File: config.mk
export PLATFORM = sky130hd
export DESIGN_NAME = neo_coin_drv
export DESIGN_NICKNAME = d
export VERILOG_FILES = /design/src/rtl/neo_coin_pkg.sv /design/src/rtl/neo_coin_chan.sv /design/src/rtl/neo_coin_drv.sv
export SDC_FILE = /design/constraint.sdc
export NUM_CORES = 1
export LEC_CHECK = 0
export CAP_MARGIN = 20
export CORE_ASPECT_RATIO = 0.75
export CORE_MARGIN = 3
export CORE_UTILIZATION = 54
export DETAILED_ROUTE_END_ITERATION = 8
export PLACE_DENSITY = 0.77
export SYNTH_ARGS = -nofsm -noshare
export SYNTH_HDL_FRONTEND = slang
export SYNTH_SLANG_ARGS = --single-unit
File: constraint.sdc
create_clock -name CLK_24M -period 2.71 [get_ports CLK_24M]
set_input_delay 0.271 -clock CLK_24M [delete_from_list [all_inputs] [get_ports CLK_24M]]
set_output_delay 0.271 -clock CLK_24M [all_outputs]
set_load 0.01 [all_outputs]
File: src/rtl/neo_coin_pkg.sv
`timescale 1ns/1ps
// Shared types and widths for the coin counter / lockout driver.
// Holds the channel FSM encoding, timer width and pending-count width.
// No logic; imported by the channel and top-level modules.
package neo_coin_pkg;

  localparam int TIMER_W = 21;
  localparam int PEND_W  = 4;

  localparam logic [PEND_W-1:0] PEND_MAX = '1;

  typedef enum logic [1:0] {
    ST_IDLE = 2'd0,
    ST_ON   = 2'd1,
    ST_OFF  = 2'd2
  } coin_state_e;

  // Timer reload value for a phase lasting 'cycles' clock cycles.
  function automatic logic [TIMER_W-1:0] timer_load(input int cycles);
    return TIMER_W'(cycles - 1);
  endfunction

endpackage

File: src/rtl/neo_coin_chan.sv
`timescale 1ns/1ps
// One coin counter channel: rise detect, pending queue, pulse FSM and timer.
// Latency: synchronized rise -> pending +1 after 2 cycles, drive after 1 more.
// No backpressure: requests queue in a 4-bit saturating count, overflow is sticky.
module neo_coin_chan
  import neo_coin_pkg::*;
#(
  parameter int PULSE_ON  = 1200000,
  parameter int PULSE_OFF = 1200000
) (
  input  logic              clk,
  input  logic              rst,
  input  logic              s,
  input  logic              ovf_clr,
  output logic              drv,
  output logic [PEND_W-1:0] pend,
  output logic              ovf
);

  localparam logic [TIMER_W-1:0] ON_LOAD  = timer_load(PULSE_ON);
  localparam logic [TIMER_W-1:0] OFF_LOAD = timer_load(PULSE_OFF);

  logic               s_d;
  logic               req;
  coin_state_e        state;
  coin_state_e        state_nxt;
  logic [TIMER_W-1:0] timer;
  logic [TIMER_W-1:0] timer_nxt;
  logic               start;
  logic               ovf_hit;
  logic               timer_zero;
  logic               pend_nz;

  assign timer_zero = (timer == '0);
  assign pend_nz    = (pend != '0);
  assign ovf_hit    = req & ~start & (pend == PEND_MAX);

  // Rising-edge detect; the request is registered so it lands on pend one cycle later.
  always_ff @(posedge clk or posedge rst) begin
    if (rst) begin
      s_d <= 1'b0;
      req <= 1'b0;
    end else begin
      s_d <= s;
      req <= s & ~s_d;
    end
  end

  // Next-state, timer reload/decrement and start strobe.
  always_comb begin
    state_nxt = state;
    timer_nxt = timer;
    start     = 1'b0;
    case (state)
      ST_IDLE: begin
        if (pend_nz) begin
          state_nxt = ST_ON;
          timer_nxt = ON_LOAD;
          start     = 1'b1;
        end
      end
      ST_ON: begin
        if (timer_zero) begin
          state_nxt = ST_OFF;
          timer_nxt = OFF_LOAD;
        end else begin
          timer_nxt = timer - TIMER_W'(1);
        end
      end
      ST_OFF: begin
        if (timer_zero) begin
          if (pend_nz) begin
            state_nxt = ST_ON;
            timer_nxt = ON_LOAD;
            start     = 1'b1;
          end else begin
            state_nxt = ST_IDLE;
          end
        end else begin
          timer_nxt = timer - TIMER_W'(1);
        end
      end
      default: begin
        state_nxt = ST_IDLE;
        timer_nxt = '0;
      end
    endcase
  end

  // State, timer and registered solenoid drive (high exactly while in ON).
  always_ff @(posedge clk or posedge rst) begin
    if (rst) begin
      state <= ST_IDLE;
      timer <= '0;
      drv   <= 1'b0;
    end else begin
      state <= state_nxt;
      timer <= timer_nxt;
      drv   <= (state_nxt == ST_ON);
    end
  end

  // Pending count: +req -start, saturating at 15; coincident req and start cancel.
  always_ff @(posedge clk or posedge rst) begin
    if (rst) begin
      pend <= '0;
    end else begin
      case ({req, start})
        2'b10:   if (!ovf_hit) pend <= pend + PEND_W'(1);
        2'b01:   pend <= pend - PEND_W'(1);
        default: pend <= pend;
      endcase
    end
  end

  // Sticky overflow; a new overflow wins over a coincident clear.
  always_ff @(posedge clk or posedge rst) begin
    if (rst) begin
      ovf <= 1'b0;
    end else begin
      ovf <= ovf_hit | (ovf & ~ovf_clr);
    end
  end

endmodule

File: src/rtl/neo_coin_drv.sv
`timescale 1ns/1ps
// Coin counter solenoid and lockout coil driver, two channels.
// Latency: lockout 2 cycles; counter rise to drive 4 cycles from first sample.
// No backpressure: counter rises queue per channel, overflow flagged sticky.
module neo_coin_drv
  import neo_coin_pkg::*;
#(
  parameter int PULSE_ON  = 1200000,
  parameter int PULSE_OFF = 1200000
) (
  input  logic              CLK_24M,
  input  logic              RESET,
  input  logic              COUNTER1,
  input  logic              COUNTER2,
  input  logic              LOCKOUT1,
  input  logic              LOCKOUT2,
  input  logic              OVF_CLR,
  output logic              COIN_DRV1,
  output logic              COIN_DRV2,
  output logic              LOCK_DRV1,
  output logic              LOCK_DRV2,
  output logic [PEND_W-1:0] PEND1,
  output logic [PEND_W-1:0] PEND2,
  output logic              OVF1,
  output logic              OVF2
);

  // Bit order: [0]=COUNTER1, [1]=COUNTER2, [2]=LOCKOUT1, [3]=LOCKOUT2.
  logic [3:0] sync1;
  logic [3:0] sync2;

  // Two-flop synchronizers for all four asynchronous level inputs.
  always_ff @(posedge CLK_24M or posedge RESET) begin
    if (RESET) begin
      sync1 <= '0;
      sync2 <= '0;
    end else begin
      sync1 <= {LOCKOUT2, LOCKOUT1, COUNTER2, COUNTER1};
      sync2 <= sync1;
    end
  end

  // Lockout coils follow the synchronized levels directly.
  assign LOCK_DRV1 = sync2[2];
  assign LOCK_DRV2 = sync2[3];

  neo_coin_chan #(
    .PULSE_ON  (PULSE_ON),
    .PULSE_OFF (PULSE_OFF)
  ) u_chan1 (
    .clk     (CLK_24M),
    .rst     (RESET),
    .s       (sync2[0]),
    .ovf_clr (OVF_CLR),
    .drv     (COIN_DRV1),
    .pend    (PEND1),
    .ovf     (OVF1)
  );

  neo_coin_chan #(
    .PULSE_ON  (PULSE_ON),
    .PULSE_OFF (PULSE_OFF)
  ) u_chan2 (
    .clk     (CLK_24M),
    .rst     (RESET),
    .s       (sync2[1]),
    .ovf_clr (OVF_CLR),
    .drv     (COIN_DRV2),
    .pend    (PEND2),
    .ovf     (OVF2)
  );

endmodule
==> impl_metrics.json, run 1 <==
{
  "clock-sinks": 70,
  "start_kind": "flop",
  "power_switching_mw": 1.18,
  "synth.ff_latch_count": 70,
  "topRoutingLayerUsed": "met4",
  "ff2ff_setup_slack_ps": 130,
  "die_area_sq_um": 7960,
  "seq_power_share": 0.449,
  "yosys-top-cells-area": "dfrtp_1, nor2_1, o21ai_0, a21oi_1, nor3_1",
  "netlist_area_sq_um": 3730,
  "period_needed_ps": 2580,
  "vias": 3447,
  "finalSetupViolCount": 0,
  "status": "finished clean",
  "core_area_sq_um": 6510,
  "wl_met2_mm": 4.07,
  "max_freq_ghz": 0.388,
  "numCtsBuffers": 9,
  "grt_max_degree": 71,
  "grt_overflow": 0,
  "drc": 0,
  "nets": 461,
  "wl_per_cell_um": 17.6,
  "first_pass_iters": 5,
  "place.gp.congestion": 0.909,
  "insertedDiodeCount": 0,
  "die_w_um": 102,
  "synth.top_cell.area_share": 0.469,
  "grt_pass1_vias": 3134,
  "drive_above_1_share": 0.176,
  "path_clk_slew_ps": 80,
  "switching_share": 0.334,
  "p_leak_nw": 1.84,
  "cp-end-kind": "flop",
  "slew_viol_final": 0,
  "hold_class": "primary input to asynchronous set/reset pin",
  "start_util": 0.574,
  "drtAntennaViolNets": 0,
  "synth_warnings": 0,
  "critical_path.top_delay_family": "simple AND/OR/NAND/NOR gates",
  "ctsHoldBuffers": 0,
  "vdd_ir_drop_max_mv": 0.495,
  "met1_length_mm": 4.43,
  "htreeDepth": 3,
  "crit_chain": "inv_1 -> ha_1 -> nor4b_4 -> buf_4 -> and4_1 -> a21oi_1 -> nor2_1 -> xor2_1 -> ha_1 -> mux2_2 -> nor2_1 -> a21oi_1",
  "p_int_mw": 2.36,
  "critPathSlowestCell": "dfrtp_2",
  "dr_wl_met3_um": 777,
  "row_count": 25,
  "period_share": 0.952,
  "cts-root-buf": "clkbuf_8",
  "path_buf_inv": 2,
  "yosys.area.top_type": "dfrtp_1",
  "cts_tree": "yes",
  "detailed_place_hpwl_mm": 6.26,
  "max_stage_delay_ps": 440,
  "final-hold-violation-count": 0,
  "synth_nets": 411,
  "clock_skew_ps": 8.53,
  "crit_arrival_ps": 2800,
  "dr.first_iter.drc_count": 264,
  "yosysSeqAreaShare": 0.469,
  "worst_pin_slew_ps": 665,
  "io_pins": 21,
  "pwr-share-clk": 0.296,
  "clkLatencyLatePin_ps": 350,
  "die_y_um": 78,
  "fin_hold_ws_ps": 346,
  "p_per_area_nw_per_um2": 780,
  "crit_required_ps": 2940,
  "synth_edf_count": 0,
  "ys_async_sr_fraction": 1.00,
  "grt_usage": 0.248,
  "clock_path_buffers": 2,
  "max_cap_viol_count": 0,
  "grt_pass1_wl_mm": 15.6,
  "viasPerCell": 6.43,
  "path_max_fanout": 6,
  "syn_avg_cell_area_sq_um": 9.33,
  "post-route-util": 0.698,
  "pwr-share-comb": 0.255,
  "path_class": "flop to flop",
  "wl_mm": 9.42,
  "synth_cells": 400,
  "synth.distinct_cells": 57,
  "antenna_found_initial": 0,
  "syn2layout_area_growth_pct": 21.7,
  "port_buffers": 20,
  "relSlewSlack": 0.555,
  "synth-main-ff-cell": "dfrtp_1"
}
final timing paths:
check / cells after the start / end / start
setup / recovery: 12 / u_chan1.pend[1] / u_chan1.timer[0]
hold / removal: 3 / u_chan2.ovf / RESET
setup reg to reg: 12 / u_chan1.pend[1] / u_chan1.timer[0]
hold reg to reg: 0 / sync2[0] / sync1[0]
max in group asynchronous: 3 / u_chan1.timer[0] / RESET
min in group CLK_24M: 0 / sync2[0] / sync1[0]
flip-flops by register name, summed over array words and instances (netlist names), 2 cells and up:
| name | flops |
|---|---|
| sync1 | 4 |
| sync2 | 4 |
| u_chan1.pend | 4 |
| u_chan1.state | 2 |
| u_chan1.timer | 21 |
| u_chan2.pend | 4 |
| u_chan2.state | 2 |
| u_chan2.timer | 21 |
stage by stage:
stage | worst slack [ps] | TNS (ps) | instance area [sq um] | total power [mW] | cells
after floorplan | 20.0 | 0 | 3740 | 2.10 | 400
after CTS | 40.4 | 0 | 4460 | 3.48 | 533
after global placement | 227 | 0 | 4220 | 2.37 | 517
after detailed placement | 179 | 0 | 4220 | 2.42 | 517
final | 130 | 0 | 4540 | 3.54 | 536
after global routing | -39.2 | -39.2 | 4540 | 3.74 | 536
per-layer routing:
layer	up-vias	GRT usage
met4	0	0.0708
met1	1671	0.394
met5	-	0
met2	174	0.331
met3	14	0.0602
li1	1588	-
power by group through the flow:
stage                     Clock, mW  Sequential [mW]  Combinational (mW)
after CTS                      1.06             1.56               0.859
after detailed placement          0             1.57               0.845
after global routing           1.11             1.63               0.999
after global placement            0             1.56               0.815
after floorplan                   0             1.51               0.597
final                          1.05             1.59               0.902
worst min-delay path, stage by stage:
cell and delay, ps:
clkdlybuf4s50_1 430, inv_2 80, buf_12 330
final cells by class:
cell class	count	area (sq um)
flip-flops and latches	70	1750
well taps	81	101
inverters	11	41.3
fillers	496	1970
clock buffers	9	124
clock inverters	7	121
repair buffers	56	483
multi-input cells	302	1920
cells in the mapped netlist (3+ instances only):
cell / instances
dfrtp_1: 70
nor2_1: 51
o21ai_0: 37
a21oi_1: 27
nand2_1: 23
nor3_1: 19
nor4_1: 12
clkbuf_1: 11
inv_1: 11
xor2_1: 9
xnor2_1: 8
o31ai_1: 7
o22ai_1: 6
o41ai_1: 6
or3_1: 6
a211o_1: 5
nand2b_1: 5
nand3_1: 5
a211oi_1: 4
a311oi_1: 4
ha_1: 4
mux2i_1: 4
o221a_2: 4
o31a_1: 4
or2_2: 4
a31oi_1: 3
and3_1: 3
nand4_1: 3
nor2b_1: 3
logic make-up (layout without fill, tap and decap cells):
logic type | Yosys count | count (layout) | synth area share
flops | 70 | 70 | 0.469
fa+ha+maj | 4 | 4 | 0.0134
compound gates | 126 | 126 | 0.229
xor+xnor | 17 | 17 | 0.0399
mux | 5 | 5 | 0.0137
simple gates | 150 | 150 | 0.202
buf+inv | 28 | 83 | 0.0329
cell usage in the layout, fill, tap and decap left out, types with 4 or more instances in the layout:
cell / instances
o22ai_1: 6
o21ai_0: 36
o31a_1: 4
o41ai_1: 6
clkbuf_8: 9
xor2_1: 9
nand2_1: 22
o221a_2: 4
a211o_1: 5
a311oi_1: 4
inv_1: 10
xnor2_1: 8
o31ai_1: 7
nor4_1: 10
a211oi_1: 4
dfrtp_1: 69
a21oi_1: 27
nor2_1: 50
nand3_1: 5
or3_1: 6
buf_4: 35
mux2i_1: 4
clkdlybuf4s50_1: 20
nor3_1: 19
nand2b_1: 5
or2_2: 4
what timing repair did:
action / in CTS / in global routing
setup buffers: 0 / 3
setup endpoints to repair: 0 / 3
gates resized for setup: 0 / 12
Note: power is estimated with default switching activity, not from simulation.
==> run 2, diff against run 1 <==
Settings changed: CORE_UTILIZATION 54 to 60, PLACE_DENSITY 0.77 to 0.81.
Clock period 2.71 ns to 2.72 ns, I/O delays scaled along.
==> impl_metrics.json, run 2 (synthesized netlist as in run 1, its figures left out) <==
{
  "status": "finished clean",
  "wl_mm": 9.61,
  "period_share": 0.960,
  "port_buffers": 20,
  "antenna_found_initial": 0,
  "final_common_cell": "dfrtp_1",
  "path_max_fanout": 5,
  "grt_pass1_wl_mm": 15.2,
  "final_cells": 529,
  "place_inst": 510,
  "nets": 457,
  "numCtsBuffers": 9,
  "total_power_mw": 3.39,
  "io_pins": 21,
  "cts-root-buf": "clkbuf_8",
  "setup_tns_ps": 0,
  "detailed_place_hpwl_mm": 6.62,
  "clock_skew_ps": 4.34,
  "drtAntennaViolNets": 0,
  "start_kind": "flop",
  "path_class": "flop to flop",
  "grt_max_degree": 43,
  "place.gp.congestion": 0.921,
  "p_leak_nw": 1.80,
  "cp-end-kind": "flop",
  "vias": 3457,
  "syn2layout_area_growth_pct": 19.9,
  "crit_arrival_ps": 2880,
  "insertedDiodeCount": 0,
  "core_area_sq_um": 5920,
  "clkLatencyLatePin_ps": 350,
  "viasPerCell": 6.53,
  "cts_tree": "yes",
  "hold_class": "primary input to asynchronous set/reset pin",
  "path_clk_slew_ps": 70,
  "worst_pin_slew_ps": 631,
  "max_cap_viol_count": 0,
  "wl_per_cell_um": 18.2,
  "start_util": 0.631,
  "relSlewSlack": 0.579,
  "grt_usage": 0.267,
  "fin_hold_ws_ps": 325,
  "mostFrequentLayoutCells": "dfrtp_1, nor2_1, o21ai_0, buf_4, a21oi_1",
  "row_count": 24,
  "die_y_um": 74.3,
  "p_per_area_nw_per_um2": 759,
  "first_pass_iters": 5,
  "final-hold-violation-count": 0,
  "clock_path_buffers": 2,
  "grt_pass1_vias": 3072,
  "max_freq_ghz": 0.383,
  "drive_above_1_share": 0.162,
  "vdd_ir_drop_max_mv": 0.439,
  "clock-sinks": 70,
  "pre_cts_slack_ps": 77.1,
  "htreeDepth": 3,
  "crit_required_ps": 2990,
  "period_needed_ps": 2610,
  "dr.first_iter.drc_count": 427,
  "layout_setup_ws_ps": 109,
  "drc": 0,
  "die_w_um": 97.1,
  "die_area_sq_um": 7210,
  "slew_viol_final": 0,
  "top_regs": "u_chan1.timer (21), u_chan2.timer (21)",
  "grt_overflow": 0,
  "finalSetupViolCount": 0
}
==> run 2: changes by cell type in the layout (fill, tap and decap cells not counted) <==
cell / previous run / this run
clkinv_4: 2 / 0
clkbuf_8: 9 / 11
ha_1: 2 / 3
ha_4: 0 / 1
clkinvlp_4: 0 / 3
bufinv_16: 3 / 1
dfrtp_2: 1 / 0
ha_2: 2 / 0
buf_4: 35 / 31
nand2_1: 22 / 23
dfrtp_1: 69 / 70
nand2_2: 1 / 0
inv_6: 1 / 0
==> run 2: worst max-delay path, cell delays in order (launching register included) <==
cell and delay (ps):
dfrtp_1 420, or3_1 430, nand4b_1 260, o21ai_2 200, nand2_1 110, nor2_2 160, xor2_1 80, ha_1 220
or3_1 350, o2bb2ai_2 150, xor2_1 150
==> run 2: report_power, final <==
part           leakage [nW]  switching [mW]  internal (mW)
Clock                0.0976           0.402          0.472
Sequential            0.832           0.337           1.26
Combinational         0.875           0.437          0.490
Total                  1.80            1.18           2.22
==> run 2: per-layer routing <==
metal | track usage | part of all wire | vias up
met4 | 0.0826 | 0.012 | 0
met3 | 0.0600 | 0.088 | 19
li1 | - | - | 1577
met1 | 0.404 | 0.47 | 1672
met5 | 0 | 0 | -
met2 | 0.385 | 0.43 | 189
==> run 2: stage by stage <==
| stage | utilization | instance area (sq um) |
|---|---|---|
| floorplan | - | 3740 |
| global placement | 0.707 | 4180 |
| detailed placement | 0.707 | 4180 |
| CTS | 0.743 | 4390 |
| global route | 0.756 | 4470 |
| finish | 0.756 | 4470 |
==> run 2: final cells by class <==
cell class	instances	area, sq um
multi-input combinational	302	1920
sequential	70	1750
fill	392	1440
timing repair buffer	52	453
clock buffer	11	151
tap	78	97.6
clock inverter	5	57.6
inverter	11	41.3
==> run 2: final timing paths <==
check,startpoint,to,slack [ps],depth (start not counted)
max,u_chan2.timer[10],u_chan2.pend[2],110,10
max in group asynchronous,RESET,sync2[3],1770,3
min,RESET,u_chan2.pend[0],320,2
min in group CLK_24M,sync1[2],sync2[2],350,0
min reg2reg,sync1[2],sync2[2],350,0
max reg2reg,u_chan2.timer[10],u_chan2.pend[2],110,10
==> run 2: repair_timing <==
action,in CTS,in global routing
setup endpoints to repair,0,11
setup buffers,0,3
hold buffers,0,0
resized for setup,0,10
